==> src/rtl/vga_timing.sv <==
`default_nettype none
// ============================================================================
//  Module   : vga_timing
//  Purpose  : VGA raster timing generator. Divides clk by two to form the
//             pixel clock, runs the x/y raster counters on the falling edge
//             of that pixel clock, and produces registered sync, blanking
//             and line/frame start strobes aligned with the counters.
//  Revision : 1.0  initial release
// ============================================================================
module vga_timing #(
  parameter int H_VIS  = 640,
  parameter int H_FP   = 16,
  parameter int H_SYNC = 96,
  parameter int H_BP   = 48,
  parameter int V_VIS  = 480,
  parameter int V_FP   = 10,
  parameter int V_SYNC = 2,
  parameter int V_BP   = 33
) (
  input  logic       clk,
  input  logic       rst_n,
  output logic       vgaclk,
  output logic [9:0] x,
  output logic [9:0] y,
  output logic       hsync_n,
  output logic       vsync_n,
  output logic       blank_n,
  output logic       line_start,
  output logic       frame_start
);

  localparam int H_TOT = H_VIS + H_FP + H_SYNC + H_BP;
  localparam int V_TOT = V_VIS + V_FP + V_SYNC + V_BP;

  // 10-bit versions of the boundaries so every compare is width-matched
  localparam logic [9:0] H_LAST      = 10'(H_TOT - 1);
  localparam logic [9:0] V_LAST      = 10'(V_TOT - 1);
  localparam logic [9:0] H_VIS_W     = 10'(H_VIS);
  localparam logic [9:0] V_VIS_W     = 10'(V_VIS);
  localparam logic [9:0] H_SYNC_BEG  = 10'(H_VIS + H_FP);
  localparam logic [9:0] H_SYNC_END  = 10'(H_VIS + H_FP + H_SYNC);
  localparam logic [9:0] V_SYNC_BEG  = 10'(V_VIS + V_FP);
  localparam logic [9:0] V_SYNC_END  = 10'(V_VIS + V_FP + V_SYNC);

  logic       p;
  logic [9:0] x_next;
  logic [9:0] y_next;
  logic       hsync_n_next;
  logic       vsync_n_next;
  logic       blank_n_next;
  logic       line_start_next;
  logic       frame_start_next;

  // The pixel clock is the phase flop itself, so it is glitch-free.
  assign vgaclk = p;

  // Phase flop: toggles every clk edge; p==1 marks the next edge as an advance edge.
  always_ff @(posedge clk or negedge rst_n) begin
    if (!rst_n) begin
      p <= 1'b0;
    end else begin
      p <= ~p;
    end
  end

  // Next raster position and the decodes of that position, so the registered
  // outputs line up with x/y on the same advance edge.
  always_comb begin
    x_next = x;
    y_next = y;
    if (x == H_LAST) begin
      x_next = '0;
      y_next = (y == V_LAST) ? '0 : y + 10'd1;
    end else begin
      x_next = x + 10'd1;
    end
    blank_n_next     = (x_next < H_VIS_W) && (y_next < V_VIS_W);
    hsync_n_next     = !((x_next >= H_SYNC_BEG) && (x_next < H_SYNC_END));
    vsync_n_next     = !((y_next >= V_SYNC_BEG) && (y_next < V_SYNC_END));
    line_start_next  = (x_next == 10'd0);
    frame_start_next = (x_next == 10'd0) && (y_next == 10'd0);
  end

  // Raster registers: reset parks the beam on the last pixel of the frame so
  // the first advance edge after release lands on (0,0).
  always_ff @(posedge clk or negedge rst_n) begin
    if (!rst_n) begin
      x           <= H_LAST;
      y           <= V_LAST;
      hsync_n     <= 1'b1;
      vsync_n     <= 1'b1;
      blank_n     <= 1'b0;
      line_start  <= 1'b0;
      frame_start <= 1'b0;
    end else if (p) begin
      x           <= x_next;
      y           <= y_next;
      hsync_n     <= hsync_n_next;
      vsync_n     <= vsync_n_next;
      blank_n     <= blank_n_next;
      line_start  <= line_start_next;
      frame_start <= frame_start_next;
    end
  end

endmodule
`default_nettype wire

==> config.mk <==
export PLATFORM = sky130hd
export DESIGN_NAME = vga_timing
export DESIGN_NICKNAME = d
export VERILOG_FILES = /design/src/rtl/vga_timing.sv
export SDC_FILE = /design/constraint.sdc
export NUM_CORES = 1
export LEC_CHECK = 0
export BUFFER_PORTS_ARGS = -buffer_cell sky130_fd_sc_hd__buf_2
export CAP_MARGIN = 20
export CORE_MARGIN = 2
export CORE_UTILIZATION = 45
export DETAILED_ROUTE_END_ITERATION = 8
export GPL_TIMING_DRIVEN = 1
export HOLD_SLACK_MARGIN = 0.06
export PLACE_DENSITY = 0.66
export SLEW_MARGIN = 5
export SYNTH_ARGS = -nofsm -noshare
export SYNTH_HDL_FRONTEND = slang
export SYNTH_SLANG_ARGS = --single-unit
==> constraint.sdc <==
create_clock -name clk -period 4.3 [get_ports clk]
set_input_delay 0.86 -clock clk [delete_from_list [all_inputs] [get_ports clk]]
set_output_delay 0.86 -clock clk [all_outputs]
set_load 0.05 [all_outputs]
### After elaboration in Yosys (flattened, before gate mapping)

Cells that the tools add are included.

* $add $sub $neg: 2
* magnitude comparators: 6
* equal/unequal tests: 2
* muxes and demuxes: 3
* bitwise operators: 1
* reduce and logical (&&, ||, !) cells: 8

Operators with widths (number)
* $mux 10: 3
* $add 10x1->10 const B: 2
* $eq 10x10->1 const B: 2
* $logic_not 10->1: 2
* $lt 10x10->1 const B: 2
* $lt 10x9->1 const B: 2
* $ge 10x10->1 const B: 1
* $ge 10x9->1 const B: 1
* $logic_and 1x1->1: 4
* $logic_not 1->1: 2
* $not 1->1: 1

* register bits: 26
* input bits: 2
* output and inout port bits: 26

### Longest topological paths before layout

* depth in word-level cells: 6
* depth in mapped cells: 8

### Worst setup path before layout

OpenSTA, ideal clock, no wires.

* path type: reg-to-reg
* start point: register x[0]
* end point: register frame_start
* arrival: 2.352 ns
* slack: 1.862 ns
* cell stages (with the launch flop): 9
* cell sequence: dfstp_2 > ha_1 > nand4_4 > buf_6 > nor4_1 > xnor2_1 > and4b_1 > nand4_1 > a211oi_2

* longest elaborated chain between the ends: 4
* elaborated cells on any way between the ends: 7

Ends and longest elaborated chain
* from (decl): RTL line 23 `output logic [9:0] x,`
* from (signal assigned): RTL line 96 `x <= x_next;`
* $add 10x1->10 / $eq 10x10->1 (equally long branches): RTL line 75, 71
* $mux 10: RTL line 71 `if (x == H_LAST) begin`
* $logic_not 10->1: RTL line 81 `frame_start_next = (x_next == 10'd0) && (y_next == 10'd0);`
* $logic_and 1x1->1 (*): RTL line 81
* to (signal assigned): RTL line 102 `frame_start <= frame_start_next;`
* to (decl): RTL line 29 `output logic frame_start`

Every way passes the cells marked *; elsewhere a longest branch is shown, timed or not.
A chain may end at the register's enable or synchronous reset.

### Final worst setup path

Ends and elaborated chain as after synthesis.

==> flow_summary.toml <==
[run_status]
status = "finished clean"

[synthesis]
yosysTopAreaCell = "dfrtp_1"
synth-main-ff-cell = "dfrtp_1"
yosysMostFrequentCell = "nand2_1"
synthTopCellsByCount = "21 x nand2_1, 14 x dfrtp_1, 12 x dfstp_2, 12 x o21ai_0, 11 x nor2_1"
synthArstFlopShare_pct = 100
syn_area_sq_mm = 0.00180
netlist_instances = 202
ys_ff_latch = 26
synth_warnings = 0
synth.distinct_cells = 56
synth.avg_cell_area_sq_um = 8.92
synth_area_leaders = "dfrtp_1 19%, dfstp_2 18%, xnor2_1 4.9%, nand2_1 4.4%, o21ai_0 3.3%"
synthesis.nets = 207
synth_top_area_share_pct = 19.4
synth_seq_area_share_pct = 36.9
synth_edf_count = 0

[critical_path]
rr_startpoint = "x[0]$_DFFE_PN1P_"
critPathTopFamily = "compound AO/OA/AOI/OAI gates"
cp_slowest_cell = "dfstp_2"
worstPathCellList = "ha_1, nand4_4, nor3_2, a211o_1, o211ai_1, a221oi_1, a211oi_2"
r2r_slack_ps = 1870
cp-startpoint = "x[0]$_DFFE_PN1P_"
critical_path_peak_fanout = 13
crit_arrival_ps = 2580
end_kind = "register"
required_ps = 4450
worstRegToRegCells = 7
crit_type = "reg2reg"
crit_path_max_incr_delay_ps = 560
r2r_end = "frame_start$_DFFE_PN0P_"
cp-start-kind = "register"
cp.buffers_inverters = 0

[layout]
drive_above_1_share_pct = 24.9
final.fill_count = 387
nets = 223
regArea_sq_um = 666
area_growth_pct = 9.65
multiInputGateArea_sq_mm = 0.00103
diodes = 0

[global_route]
grt_pass1_wl_um = 7010
grt_pass1_vias = 1414
overflow = 0
grt_max_degree = 27
track_usage_pct = 20.1
antenna_found_initial = 0

[clock_network]
root_buffer = "clkbuf_8"
cts_tree = "built"
cts_resized = 0
clock-sinks = 26
ctsLongestPathBuffers = 2
clkTransAtPathRegs_ps = 90
htreeDepth = 1
insertion_delay_ps = 270
ctsHoldBuffers = 0
cts_setup_buffers = 0
numCtsBuffers = 3

[placement]
io_buffers = 27
post-dp-hpwl_um = 2930
place_congestion = 0.862

[sta]
period_needed_ps = 2430
finalSetupViolCount = 0
tns_ps = 0
worstMarginPinSlew_ps = 681
whs_ps = 499
timing.final.max_slew_violations = 0
max_clock_freq_ghz = 0.411
rsz0062_at_grt = "false"
slew_headroom_pct = 54.6
post-route-period-util_pct = 56.6
finalHoldViolations = 0
fin_skew_ps = 1.47

[route]
drtAntennaViolNets = 0
via_per_inst = 5.76
dr_total_vias = 1526
wl_per_cell_um = 15.5
drt_pre_antenna_iters = 4
drc_errors = 0
wl_um = 4120
drt_iter0_drc = 120

[floorplanning]
dieHeight_um = 67.3
core_area_sq_mm = 0.00374
initial_core_util_pct = 48.1
rows = 22
dieWidth_um = 67.3
ios = 28
dieArea_sq_mm = 0.00453

[power_and_ir_drop]
intPower_uw = 327
vdd_drop_max_mv = 0.0959
p_leak_uw = 0.000795
p_clk_share_pct = 38.8
sw_frac_of_total_pct = 19.8
p_seq_share_pct = 60.1
comb_power_share_pct = 1.2
powerDensity_mw_per_mm2 = 206
switching_power_uw = 80.8

[hold_path]
whs_path_depth = 2
hp-start = "vsync_n$_DFFE_PN1P_"
hold_path.class = "reg2reg"
hold-path-endpoint = "vsync_n$_DFFE_PN1P_"

[run]
cap_violations = 0
worst max path at each step:
stage / depth (start not counted) / slack (ps) / end
after floorplan: 8 / 1860 / frame_start$_DFFE_PN0P_
after global placement: 7 / 1950 / frame_start$_DFFE_PN0P_
after detailed placement: 7 / 1910 / frame_start$_DFFE_PN0P_
after CTS: 7 / 1880 / frame_start$_DFFE_PN0P_
after global routing: 7 / 1670 / blank_n$_DFFE_PN0P_
final: 7 / 1870 / frame_start$_DFFE_PN0P_
placed cells by master, fill, tap and decap left out, drive strengths merged, types with 4 or more instances in the layout:
master | netlist | final
inv | 7 | 7
nor3 | 7 | 7
xor2 | 4 | 4
dfrtp | 14 | 14
clkbuf | 10 | 4
buf | 6 | 27
nand4 | 10 | 10
a21oi | 8 | 8
nand2 | 21 | 21
o21ai | 13 | 13
xnor2 | 10 | 10
dfstp | 12 | 12
nand3 | 8 | 8
nor2 | 12 | 12
nor4 | 4 | 4
sequential cells by signal, summed over array words and instances, names as in the netlist:
| register | count |
|---|---|
| line_start | 1 |
| x | 10 |
| vgaclk | 1 |
| blank_n | 1 |
| hsync_n | 1 |
| frame_start | 1 |
| vsync_n | 1 |
| y | 10 |
layout make-up:
class / instances / share of cell area, %
Multi-Input combinational cell: 153 / 52.3
Sequential cell: 26 / 33.7
Timing Repair Buffer: 27 / 6.84
Tap cell: 48 / 3.04
Clock buffer: 4 / 2.79
Inverter: 7 / 1.33
stage by stage:
stage / util, % / area (sq um) / std cells / worst slack, ps / total power [uW]
global placement: 51.3 / 1920 / 261 / 1950 / 255
CTS: 52.8 / 1980 / 265 / 1880 / 413
detailed placement: 51.3 / 1920 / 261 / 1910 / 254
global route: 52.8 / 1980 / 265 / 1670 / 426
floorplan: - / 1800 / 202 / 1860 / 249
finish: 52.8 / 1980 / 265 / 1870 / 408
cells by family after synthesis:
| kind of cell | Yosys count | share of synthesized area [%] |
|---|---|---|
| muxes | 5 | 2.99 |
| and+or+nand+nor | 86 | 28.4 |
| AOI/OAI and AO/OA | 45 | 17.1 |
| DFF | 26 | 36.9 |
| buffers and inverters | 23 | 5.70 |
| xor gates and xnor gates | 14 | 6.81 |
| adders and majority gates | 3 | 2.08 |
power groups by stage:
| stage | combinational (uW) | clock [uW] | sequential [uW] |
|---|---|---|---|
| floorplan | 0.000371 | 0 | 249 |
| global placement | 5.35 | 0 | 249 |
| detailed placement | 5.21 | 0 | 249 |
| CTS | 5.21 | 163 | 245 |
| global route | 6.11 | 175 | 245 |
| finish | 4.83 | 158 | 245 |
tightest hold or removal path, stage by stage (launching register included):
cell	delay (ps)
dfstp_2	380
nor2_1	80
a31oi_1	50
routing by layer:
layer / GRT usage (%) / share of wire (%) / vias up
li1: - / - / 771
met1: 28.3 / 50 / 729
met2: 33.0 / 47 / 24
met3: 2.00 / 2.9 / 2
met4: 5.36 / 0.56 / 0
met5: 0 / 0 / -
(Power assumes the default switching activity.)
